===== src/rtl/tag_frame_collector.sv =====
// Tag reply frame collector: hunts for a sync word in the decoded reply bit stream,
// collects a runtime-sized payload and checks the EPC Gen2 CRC-16 residue.
module tag_frame_collector #(
  parameter int                  SYNC_LEN    = 6,
  parameter logic [SYNC_LEN-1:0] SYNC_WORD   = 6'b101011,
  parameter int                  MAX_BITS    = 128,
  parameter int                  TIMEOUT_CYC = 4096,
  parameter int                  LEN_W       = $clog2(MAX_BITS + 1)
) (
  input  logic                clk,
  input  logic                rst,
  input  logic                in_dat,
  input  logic                in_vld,
  input  logic                start,
  input  logic [LEN_W-1:0]    frame_len,
  input  logic                crc_chk,
  output logic                busy,
  output logic [MAX_BITS-1:0] out_data,
  output logic [LEN_W-1:0]    out_len,
  output logic                out_vld,
  output logic                out_crc_ok,
  output logic                out_timeout
);

  localparam int FILL_W = $clog2(SYNC_LEN + 1);
  localparam int IDLE_W = $clog2(TIMEOUT_CYC);

  localparam logic [15:0]       CRC_PRESET  = 16'hFFFF;
  localparam logic [15:0]       CRC_POLY    = 16'h1021;
  localparam logic [15:0]       CRC_RESIDUE = 16'h1D0F;
  localparam logic [FILL_W-1:0] FILL_FULL   = FILL_W'(SYNC_LEN);
  localparam logic [IDLE_W-1:0] IDLE_LAST   = IDLE_W'(TIMEOUT_CYC - 1);
  localparam logic [LEN_W-1:0]  LEN_MAX     = LEN_W'(MAX_BITS);

  typedef enum logic [1:0] {
    S_IDLE,
    S_HUNT,
    S_COLLECT
  } state_t;

  typedef logic [SYNC_LEN-1:0] sync_t;

  state_t              state;
  sync_t               sync_sr;
  logic [FILL_W-1:0]   sync_fill;
  logic [MAX_BITS-1:0] payload;
  logic [LEN_W-1:0]    bit_cnt;
  logic [LEN_W-1:0]    len_q;
  logic                crc_en;
  logic [15:0]         crc;
  logic [IDLE_W-1:0]   idle_cnt;

  sync_t               sync_next;
  logic [FILL_W-1:0]   fill_next;
  logic                sync_hit;
  logic [MAX_BITS-1:0] payload_next;
  logic [LEN_W-1:0]    cnt_next;
  logic [15:0]         crc_next;
  logic                timeout_hit;
  logic [LEN_W-1:0]    len_clamped;

  logic                done;
  logic [MAX_BITS-1:0] fin_data;
  logic [LEN_W-1:0]    fin_len;
  logic                fin_ok;
  logic                fin_to;

  // One bit of the Gen2 CRC-16 register, MSB first.
  function automatic logic [15:0] crc_step(input logic [15:0] c, input logic b);
    logic fb;
    fb = c[15] ^ b;
    return {c[14:0], 1'b0} ^ (fb ? CRC_POLY : 16'h0000);
  endfunction

  assign len_clamped  = (frame_len > LEN_MAX) ? LEN_MAX : frame_len;
  assign sync_next    = sync_t'({sync_sr, in_dat});
  assign fill_next    = (sync_fill == FILL_FULL) ? sync_fill : sync_fill + 1'b1;
  assign sync_hit     = (fill_next == FILL_FULL) && (sync_next == SYNC_WORD);
  assign payload_next = {payload[MAX_BITS-2:0], in_dat};
  assign cnt_next     = bit_cnt + 1'b1;
  assign crc_next     = crc_en ? crc_step(crc, in_dat) : crc;
  assign timeout_hit  = !in_vld && (idle_cnt == IDLE_LAST);

  // Completion decision and the values it publishes; a strobe on the
  // threshold cycle keeps the frame alive because timeout_hit needs !in_vld.
  // NOTE: every output of an always_comb gets a default first so no path infers a latch.
  always_comb begin
    done     = 1'b0;
    fin_data = payload_next;
    fin_len  = cnt_next;
    fin_ok   = (crc_next == CRC_RESIDUE) || !crc_en;
    fin_to   = 1'b0;
    case (state)
      S_HUNT: begin
        if (in_vld && sync_hit && (len_q == '0)) begin
          done     = 1'b1;
          fin_data = payload;
          fin_len  = '0;
          fin_ok   = !crc_en;
        end else if (timeout_hit) begin
          done     = 1'b1;
          fin_data = payload;
          fin_len  = bit_cnt;
          fin_ok   = 1'b0;
          fin_to   = 1'b1;
        end
      end
      S_COLLECT: begin
        if (in_vld && (cnt_next == len_q)) begin
          done = 1'b1;
        end else if (timeout_hit) begin
          done     = 1'b1;
          fin_data = payload;
          fin_len  = bit_cnt;
          fin_ok   = 1'b0;
          fin_to   = 1'b1;
        end
      end
      default: ;
    endcase
  end

  // NOTE: state registers use non-blocking assignments so every block sees pre-edge values.
  always_ff @(posedge clk or negedge rst) begin
    if (!rst) begin
      state       <= S_IDLE;
      sync_sr     <= '0;
      sync_fill   <= '0;
      payload     <= '0;
      bit_cnt     <= '0;
      len_q       <= '0;
      crc_en      <= 1'b0;
      crc         <= CRC_PRESET;
      idle_cnt    <= '0;
      busy        <= 1'b0;
      out_data    <= '0;
      out_len     <= '0;
      out_vld     <= 1'b0;
      out_crc_ok  <= 1'b0;
      out_timeout <= 1'b0;
    end else begin
      out_vld <= 1'b0;
      if (start) begin
        // Arming wins over everything, including a frame that would complete now.
        state     <= S_HUNT;
        busy      <= 1'b1;
        len_q     <= len_clamped;
        crc_en    <= crc_chk;
        sync_sr   <= '0;
        sync_fill <= '0;
        payload   <= '0;
        bit_cnt   <= '0;
        idle_cnt  <= '0;
        crc       <= CRC_PRESET;
      end else begin
        if (state != S_IDLE) begin
          idle_cnt <= in_vld ? '0 : idle_cnt + 1'b1;
        end
        case (state)
          S_HUNT: begin
            if (in_vld) begin
              sync_sr   <= sync_next;
              sync_fill <= fill_next;
              if (sync_hit) begin
                state   <= S_COLLECT;
                bit_cnt <= '0;
              end
            end
          end
          S_COLLECT: begin
            if (in_vld) begin
              payload <= payload_next;
              bit_cnt <= cnt_next;
              crc     <= crc_next;
            end
          end
          default: ;
        endcase
        if (done) begin
          state       <= S_IDLE;
          busy        <= 1'b0;
          out_vld     <= 1'b1;
          out_data    <= fin_data;
          out_len     <= fin_len;
          out_crc_ok  <= fin_ok;
          out_timeout <= fin_to;
        end
      end
    end
  end

endmodule


===== config.mk =====
export PLATFORM = sky130hd
export DESIGN_NAME = tag_frame_collector
export DESIGN_NICKNAME = d
export VERILOG_FILES = /design/src/rtl/tag_frame_collector.sv
export SDC_FILE = /design/constraint.sdc
export NUM_CORES = 1
export LEC_CHECK = 0
export ABC_AREA = 1
export CAP_MARGIN = 20
export CORE_AREA = 2 2 201 203
export CTS_BUF_LIST = sky130_fd_sc_hd__clkbuf_16
export DETAILED_ROUTE_END_ITERATION = 10
export DIE_AREA = 0 0 203 205
export SYNTH_ARGS = -nofsm -noshare
export SYNTH_HDL_FRONTEND = slang
export SYNTH_SLANG_ARGS = --single-unit

===== constraint.sdc =====
create_clock -name clk -period 3.5 [get_ports clk]
set_clock_uncertainty 0.1 [all_clocks]
set_input_delay 1.05 -clock clk [delete_from_list [all_inputs] [get_ports clk]]
set_output_delay 1.05 -clock clk [all_outputs]
set_load 0.005 [all_outputs]

==> impl_metrics.yaml, run 1 <==
sta:
  slew_headroom: 0.401
  maxSlewViolCount: 0
  tightestPinTransition_ns: 0.898
  period_share: 0.847
  min_period_ns: 2.96
  fmax_mhz: 337
  rsz0062_at_grt: "no"
  layout_setup_ws_ns: 0.537
  setup_violations: 0
  hold_violations: 0
  finalSetupTns_ns: 0
clock_tree:
  cts-resized-gates: 0
  clock_latency_ns: 0.54
  post_cts_buffers: 0
  numClockSinks: 323
  cts_tree: "done"
  h-tree-depth: 2
  clock_path_buffers: 3
  holdBufCountCts: 0
  clk_pin_slew_worst_paths_ns: 0.06
  cts_buffers: 38
  clock-root-buffer: "clkbuf_16"
synthesis:
  synth.distinct_cells: 40
  async_flop_share: 1.00
  syn_area_um2: 17600
  yosysMostFrequentCell: "inv_1"
  synth_top_area_cell: "dfrtp_1"
  synth_top_area_share: 0.436
  synth_edf_count: 0
  yosysSeqAreaShare: 0.460
  ys_seq_elements: 323
  synth_area_leaders: "dfrtp_1 (44%), inv_1 (9.9%), nand2_1 (8.9%)"
  synth_flop_cell: "dfrtp_1"
  post_synth.cell_area_avg_um2: 7.35
  synth_commonest_cells: "inv_1 (466), nand2_1 (417), dfrtp_1 (307)"
  yosys_warnings: 0
  syn-num-nets: 2417
  synthCells: 2396
setup_path:
  cp-end-kind: "register"
  worstPathRequired_ns: 3.82
  r2r_slack_ns: 0.61
  critPathKind: "primary input to register"
  cp_slowest_cell: "clkdlybuf4s50_1"
  cp_max_fo: 46
  reg2reg_depth: 13
  path_cells: "clkdlybuf4s50_1, nand4_1, nor3_1, nand3_1, nand2_1, inv_1, nand2_4, buf_12, nand4_1, nor2_1, nor2_1"
  cp.arrival_ns: 3.28
  reg2reg_to: "out_data[91]"
  reg2reg_from: "bit_cnt[1]"
  crit_path_start: "in_vld"
  crit_path_start_kind: "primary input"
  max_stage_delay_ns: 0.55
placement:
  dp_hpwl_um: 28700
  place.gp.congestion: 0.849
  pre_cts_slack_ns: 0.0160
  io_buffers: 153
flow_run:
  drv_cap: 0
detailed_routing:
  num_vias: 15600
  via_per_inst: 5.15
  dr.pass1.iters: 5
  wl_per_cell_um: 14.9
  drtAntennaViolNets: 0
  drc: 0
  wl_um: 45000
  drt-initial-drc-count: 1080
run_status:
  outcome: "finished, final reports clean"
layout:
  fin_nets: 2495
  drive_above_1_share: 0.0679
  n_antenna_cell: 0
  syn2layout_area_growth_pct: 19.1
  fill_cells: 3862
die:
  io_pins: 154
  initial_core_util: 0.447
  rows: 73
  fp.dieW_um: 203
  coreArea_um2: 39400
  die_height_um: 205
  die-area_um2: 41600
power_and_ir_drop:
  p_per_area_nw_per_um2: 377
  ir_drop_mv: 0.327
  p_leak_nw: 10.3
  fin_total_pwr_mw: 7.90
global_routing:
  grt_util_all_layers: 0.221
  grt_pass1_vias: 14900
  grt_max_degree: 94
  grt_overflow: 0
  antenna_found_initial: 0
  grt_pass1_wl_um: 76300
worst_hold_path:
  hp-class: "primary input to asynchronous set/reset pin"
per-layer routing:
| metal | track usage | wire length (µm) |
|---|---|---|
| met2 | 0.362 | 20700 |
| met1 | 0.315 | 21400 |
| met4 | 0.0516 | 767 |
| met5 | 0 | 0 |
| met3 | 0.0270 | 2180 |
cell type report:
cell class / instances / area, µm² / share of cell area
Sequential cell: 323 / 8100 / 0.386
Timing Repair Buffer: 210 / 2290 / 0.109
Inverter: 473 / 1790 / 0.0851
Clock inverter: 29 / 216 / 0.0103
Multi-Input combinational cell: 1428 / 6960 / 0.331
Clock buffer: 39 / 976 / 0.0465
Tap cell: 525 / 657 / 0.0313
metrics by stage:
step            util  instance area [µm²]  hold slack [ns]  instances
6_report       0.533                21000            0.320       3027
5_1_grt        0.533                21000            0.342       3027
4_1_cts        0.533                21000            0.326       3027
3_5_place_dp   0.503                19800            0.372       2959
3_3_place_gp   0.503                19800            0.370       2959
2_1_floorplan      -                17600            0.353       2396
worst max-delay path, delay by kind of cell:
family	cells	cell delay (ns)
buf+inv	3	0.86
simple gates	8	1.32
where the power goes:
part / total (mW) / internal [mW] / switching [mW]
sequential: 3.78 / 3.76 / 0.0263
combinational: 0.300 / 0.0770 / 0.223
clock: 3.82 / 2.24 / 1.58
state kept, by name (all words and copies together) (netlist names):
| signal | cells |
|---|---|
| bit_cnt | 8 |
| busy | 1 |
| crc | 16 |
| crc_en | 1 |
| idle_cnt | 12 |
| len_q | 8 |
| out_crc_ok | 1 |
| out_data | 128 |
| out_len | 8 |
| out_timeout | 1 |
| out_vld | 1 |
| payload | 128 |
| state | 2 |
| sync_fill | 3 |
| sync_sr | 5 |
layout by cell type (no fill, tap or decap), types with 2 or more instances in the layout:
| master | instances |
|---|---|
| inv_1 | 478 |
| nand2_1 | 415 |
| dfrtp_1 | 307 |
| nor2_1 | 294 |
| nand3_1 | 186 |
| clkdlybuf4s50_1 | 152 |
| nand4_1 | 142 |
| o22ai_1 | 125 |
| a21oi_1 | 121 |
| o21ai_0 | 42 |
| clkbuf_16 | 39 |
| buf_4 | 31 |
| a21oi_2 | 30 |
| buf_12 | 26 |
| dfstp_2 | 16 |
| o32ai_1 | 14 |
| nor3_1 | 11 |
| clkinv_1 | 10 |
| ha_1 | 6 |
| o21a_1 | 5 |
| xor2_1 | 4 |
| inv_4 | 4 |
| o21ai_1 | 4 |
| nand2_4 | 3 |
| and3_1 | 3 |
| a22oi_1 | 3 |
| clkinv_2 | 3 |
| bufinv_16 | 3 |
| inv_2 | 2 |
| nor2_4 | 2 |
| nor2_2 | 2 |
| nand3_4 | 2 |
| o31ai_1 | 2 |
| nor3b_1 | 2 |
| clkinv_8 | 2 |
worst max-delay path by stage:
stage              endpoint  slack, ns
3_3_place_gp     out_len[2]       0.08
6_report       out_data[91]       0.54
5_1_grt        out_data[57]       0.30
3_5_place_dp     out_len[2]       0.02
2_1_floorplan    out_len[6]       0.82
4_1_cts          out_len[2]       0.56
cells by family after synthesis:
logic type                 count (synthesis)  share of synthesized area
AOI/OAI and AO/OA                        350                      0.120
xor gates and xnor gates                   5                    0.00249
adders and majority gates                  7                    0.00497
buffers and inverters                    645                      0.148
DFF                                      323                      0.460
and+or+nand+nor                         1066                      0.265
Note: power is estimated with default switching activity, not from simulation.
==> inputs of run 2 (changes only) <==
clock period = 2.75 ns   (was 3.5 ns; I/O delays follow)
==> impl_metrics.yaml, run 2 (synthesis gave the netlist of run 1 again) <==
run_status:
  outcome: "finished, final reports clean"
placement:
  io_buffers: 153
  dp_hpwl_um: 29200
  pre_cts_slack_ns: -0.443
  place.gp.congestion: 0.859
  dpl-instance-area_um2: 20100
flow_run:
  drv_cap: 0
setup_path:
  worstPathRequired_ns: 3.07
  crit_path_start_kind: "primary input"
  cp_max_fo: 27
  critPathKind: "primary input to register"
  cp-end-kind: "register"
  cp.arrival_ns: 2.98
layout:
  syn2layout_area_growth_pct: 20.9
  top_regs: "out_data x128, payload x128, crc x16"
  layout_common_cells: "inv_1 (474), nand2_1 (415), dfrtp_1 (307)"
  final_area_um2: 21300
  multi_input_area_um2: 6960
  fill_cells: 3785
  seqCellArea_um2: 8100
  n_antenna_cell: 0
  fin_nets: 2526
  layout_commonest_cell: "inv_1"
  drive_above_1_share: 0.0813
detailed_routing:
  drc: 0
  wl_um: 45100
  drtAntennaViolNets: 0
  dr.pass1.iters: 7
  via_per_inst: 5.13
  num_vias: 15700
  drt-initial-drc-count: 1147
  wl_per_cell_um: 14.7
sta:
  finalSetupTns_ns: 0
  hold_violations: 0
  maxSlewViolCount: 0
  setup_violations: 0
  min_period_ns: 2.66
  tightestPinTransition_ns: 0.816
  slew_headroom: 0.456
  period_share: 0.967
  fmax_mhz: 376
  rsz0062_at_grt: "yes"
  layout_setup_ws_ns: 0.0894
  hold_ws_ns: 0.111
die:
  fp.dieW_um: 203
  initial_core_util: 0.447
  die-area_um2: 41600
  die_height_um: 205
  rows: 73
  io_pins: 154
  coreArea_um2: 39400
power_and_ir_drop:
  pwr-share-clk: 0.482
  p_per_area_nw_per_um2: 473
  p_seq_frac: 0.478
  ir_drop_mv: 0.423
  fin_total_pwr_mw: 10.1
  pwr-share-comb: 0.041
  swShare: 0.230
  p_int_mw: 7.75
  power_switching_mw: 2.32
  p_leak_nw: 10.4
clock_tree:
  post_cts_buffers: 0
  clock-root-buffer: "clkbuf_16"
  holdBufCountCts: 0
  cts-resized-gates: 0
  clk_pin_slew_worst_paths_ns: 0.06
  clock_path_buffers: 3
  cts_tree: "done"
  h-tree-depth: 2
  clock_latency_ns: 0.54
  cts_buffers: 39
  numClockSinks: 323
global_routing:
  grt_util_all_layers: 0.223
  grt_max_degree: 139
  grt_overflow: 0
  antenna_found_initial: 0
  grt_pass1_vias: 15000
  grt_pass1_wl_um: 76700
worst_hold_path:
  hp-class: "primary input to asynchronous set/reset pin"
==> run 2: cell count changes in the layout (fill, tap and decap cells not counted), moves of 2 or more <==
cell	delta
clkinv_8	-2
inv_1	-4
buf_12	+8
buf_4	+22
clkinv_2	+5
==> run 2: metrics by stage <==
step	std cells	util
final	3059	0.541
after global routing	3059	0.541
after CTS	3059	0.541
after detailed placement	2989	0.511
after global placement	2989	0.511
after floorplan	2396	-
==> run 2: worst paths after layout <==
kind                            startpoint           end  slack, ns  cells past startpoint
worst min register to register      crc[1]        crc[1]       0.38                      2
worst max-delay path                in_vld  out_data[56]       0.09                     13
max in group asynchronous              rst        crc[6]       1.72                      2
worst max register to register  bit_cnt[0]  out_data[56]       0.20                     15
worst min-delay path                   rst  out_data[65]       0.11                      1
min in group clk                    crc[1]        crc[1]       0.38                      2
==> run 2: cell type report <==
cell class | count | area share
flip-flops and latches | 323 | 0.380
clock inverters | 31 | 0.00987
repair buffers | 240 | 0.123
inverters | 473 | 0.0838
well taps | 525 | 0.0308
clock buffers | 39 | 0.0458
multi-input cells | 1428 | 0.327
==> run 2: layer usage <==
metal,vias up,track usage,share of wire
met4,0,0.0537,0.015
met2,376,0.370,0.47
met5,-,0,0
met1,7401,0.313,0.47
met3,55,0.0267,0.046
li1,7863,-,-
==> run 2: worst max-delay path: stages <==
cell	delay (ns)
clkdlybuf4s50_1	0.59
nand4_1	0.13
nor3_1	0.20
buf_4	0.17
nand3_1	0.09
nand2_1	0.08
inv_1	0.07
nand2_4	0.14
buf_12	0.22
buf_12	0.13
nand4_1	0.07
nor2_1	0.18
nor2_1	0.06
==> run 2: power by group through the flow <==
| stage | Combinational (mW) | Clock (mW) | Sequential, mW |
|---|---|---|---|
| final | 0.409 | 4.85 | 4.81 |
| after global placement | 0.413 | 0 | 4.89 |
| after floorplan | 0.181 | 0 | 4.89 |
| after detailed placement | 0.418 | 0 | 4.89 |
| after global routing | 0.463 | 5.19 | 4.81 |
| after CTS | 0.418 | 5.00 | 4.81 |
==> inputs of run 3 (changes only) <==
CAP_MARGIN = default   (was 20)
TNS_END_PERCENT = 10   (was default)
==> impl_metrics.yaml, run 3 (synthesis gave the netlist of run 1 again) <==
sta:
  hold_violations: 0
  setup_violations: 0
  rsz0062_at_grt: "yes"
  maxSlewViolCount: 0
  period_share: 0.966
  layout_setup_ws_ns: 0.0938
  fmax_mhz: 376
  min_period_ns: 2.66
  tightestPinTransition_ns: 0.815
  finalSetupTns_ns: 0
  slew_headroom: 0.457
layout:
  layout_common_cells: "inv_1 (474), nand2_1 (415), dfrtp_1 (307)"
  layout_commonest_cell: "inv_1"
  n_antenna_cell: 0
  drive_above_1_share: 0.0813
  top_regs: "out_data x128, payload x128, crc x16"
  fin_nets: 2526
  syn2layout_area_growth_pct: 20.9
run_status:
  outcome: "finished, final reports clean"
setup_path:
  path_cells: "clkdlybuf4s50_1, nand4_1, nor3_1, buf_4, nand3_1, nand2_1, inv_1, nand2_4, buf_12, buf_12, nand4_1, nor2_1, nor2_1"
  cp.arrival_ns: 2.98
  cp-end-kind: "register"
  max_stage_delay_ns: 0.59
  cp_max_fo: 27
  crit_path_start_kind: "primary input"
  path_delay_family: "buffers and inverters"
  critPathKind: "primary input to register"
  path_buf_inv: 5
  cp_slowest_cell: "clkdlybuf4s50_1"
  worstPathRequired_ns: 3.07
clock_tree:
  h-tree-depth: 2
  clock_latency_ns: 0.54
  post_cts_buffers: 0
  cts-resized-gates: 0
  cts_tree: "done"
  clock_path_buffers: 3
  cts_buffers: 39
  holdBufCountCts: 0
  clk_pin_slew_worst_paths_ns: 0.06
  numClockSinks: 323
  clock-root-buffer: "clkbuf_16"
detailed_routing:
  drc: 0
  num_vias: 15700
  wl_per_cell_um: 14.7
  drt-initial-drc-count: 1176
  dr.pass1.iters: 7
  via_per_inst: 5.12
  drtAntennaViolNets: 0
  wl_um: 45000
placement:
  io_buffers: 153
  dp_hpwl_um: 29200
  pre_cts_slack_ns: -0.443
  place.gp.congestion: 0.859
global_routing:
  grt_max_degree: 139
  grt_overflow: 0
  antenna_found_initial: 0
  grt_pass1_wl_um: 76700
  grt_util_all_layers: 0.223
  grt_pass1_vias: 15000
die:
  die_height_um: 205
  io_pins: 154
  rows: 73
  die-area_um2: 41600
  initial_core_util: 0.447
  fp.dieW_um: 203
  coreArea_um2: 39400
power_and_ir_drop:
  fin_total_pwr_mw: 10.1
  ir_drop_mv: 0.423
  p_leak_nw: 10.4
  p_per_area_nw_per_um2: 473
flow_run:
  drv_cap: 0
worst_hold_path:
  hp-class: "primary input to asynchronous set/reset pin"
run 3: cell counts in the layout (fill, tap and decap cells not counted):
No cell type changed its count.
run 3: final timing paths:
path,from,endpoint,slack (ns),cells past startpoint
max reg2reg,bit_cnt[0],out_data[56],0.20,15
max in group asynchronous,rst,crc[6],1.71,2
min,rst,out_data[65],0.11,1
min in group clk,crc[1],crc[1],0.38,2
min reg2reg,crc[1],crc[1],0.38,2
max,in_vld,out_data[56],0.09,13
run 3: metrics by stage:
| step | util | cells | cell area [µm²] | hold slack, ns |
|---|---|---|---|---|
| after floorplan | - | 2396 | 17600 | 0.353 |
| after global placement | 0.511 | 2989 | 20100 | 0.368 |
| after detailed placement | 0.511 | 2989 | 20100 | 0.373 |
| after CTS | 0.541 | 3059 | 21300 | 0.100 |
| after global routing | 0.541 | 3059 | 21300 | 0.120 |
| final | 0.541 | 3059 | 21300 | 0.111 |
run 3: final cells by class:
| type | instances | area (µm²) |
|---|---|---|
| inverters | 473 | 1790 |
| fillers | 3785 | 18100 |
| flip-flops and latches | 323 | 8100 |
| clock inverters | 31 | 210 |
| well taps | 525 | 657 |
| clock buffers | 39 | 976 |
| multi-input cells | 1428 | 6960 |
| repair buffers | 240 | 2620 |
run 3: power by group:
| part | leakage [nW] | total [mW] | internal [mW] | switching [mW] |
|---|---|---|---|---|
| clock | 0.622 | 4.85 | 2.85 | 2.01 |
| combinational | 6.09 | 0.409 | 0.116 | 0.293 |
| sequential | 3.73 | 4.81 | 4.78 | 0.0257 |
run 3: layer usage:
metal | GRT usage | wire length [µm]
met3 | 0.0267 | 2050
met4 | 0.0537 | 691
met5 | 0 | 0
met2 | 0.370 | 21000
met1 | 0.313 | 21300
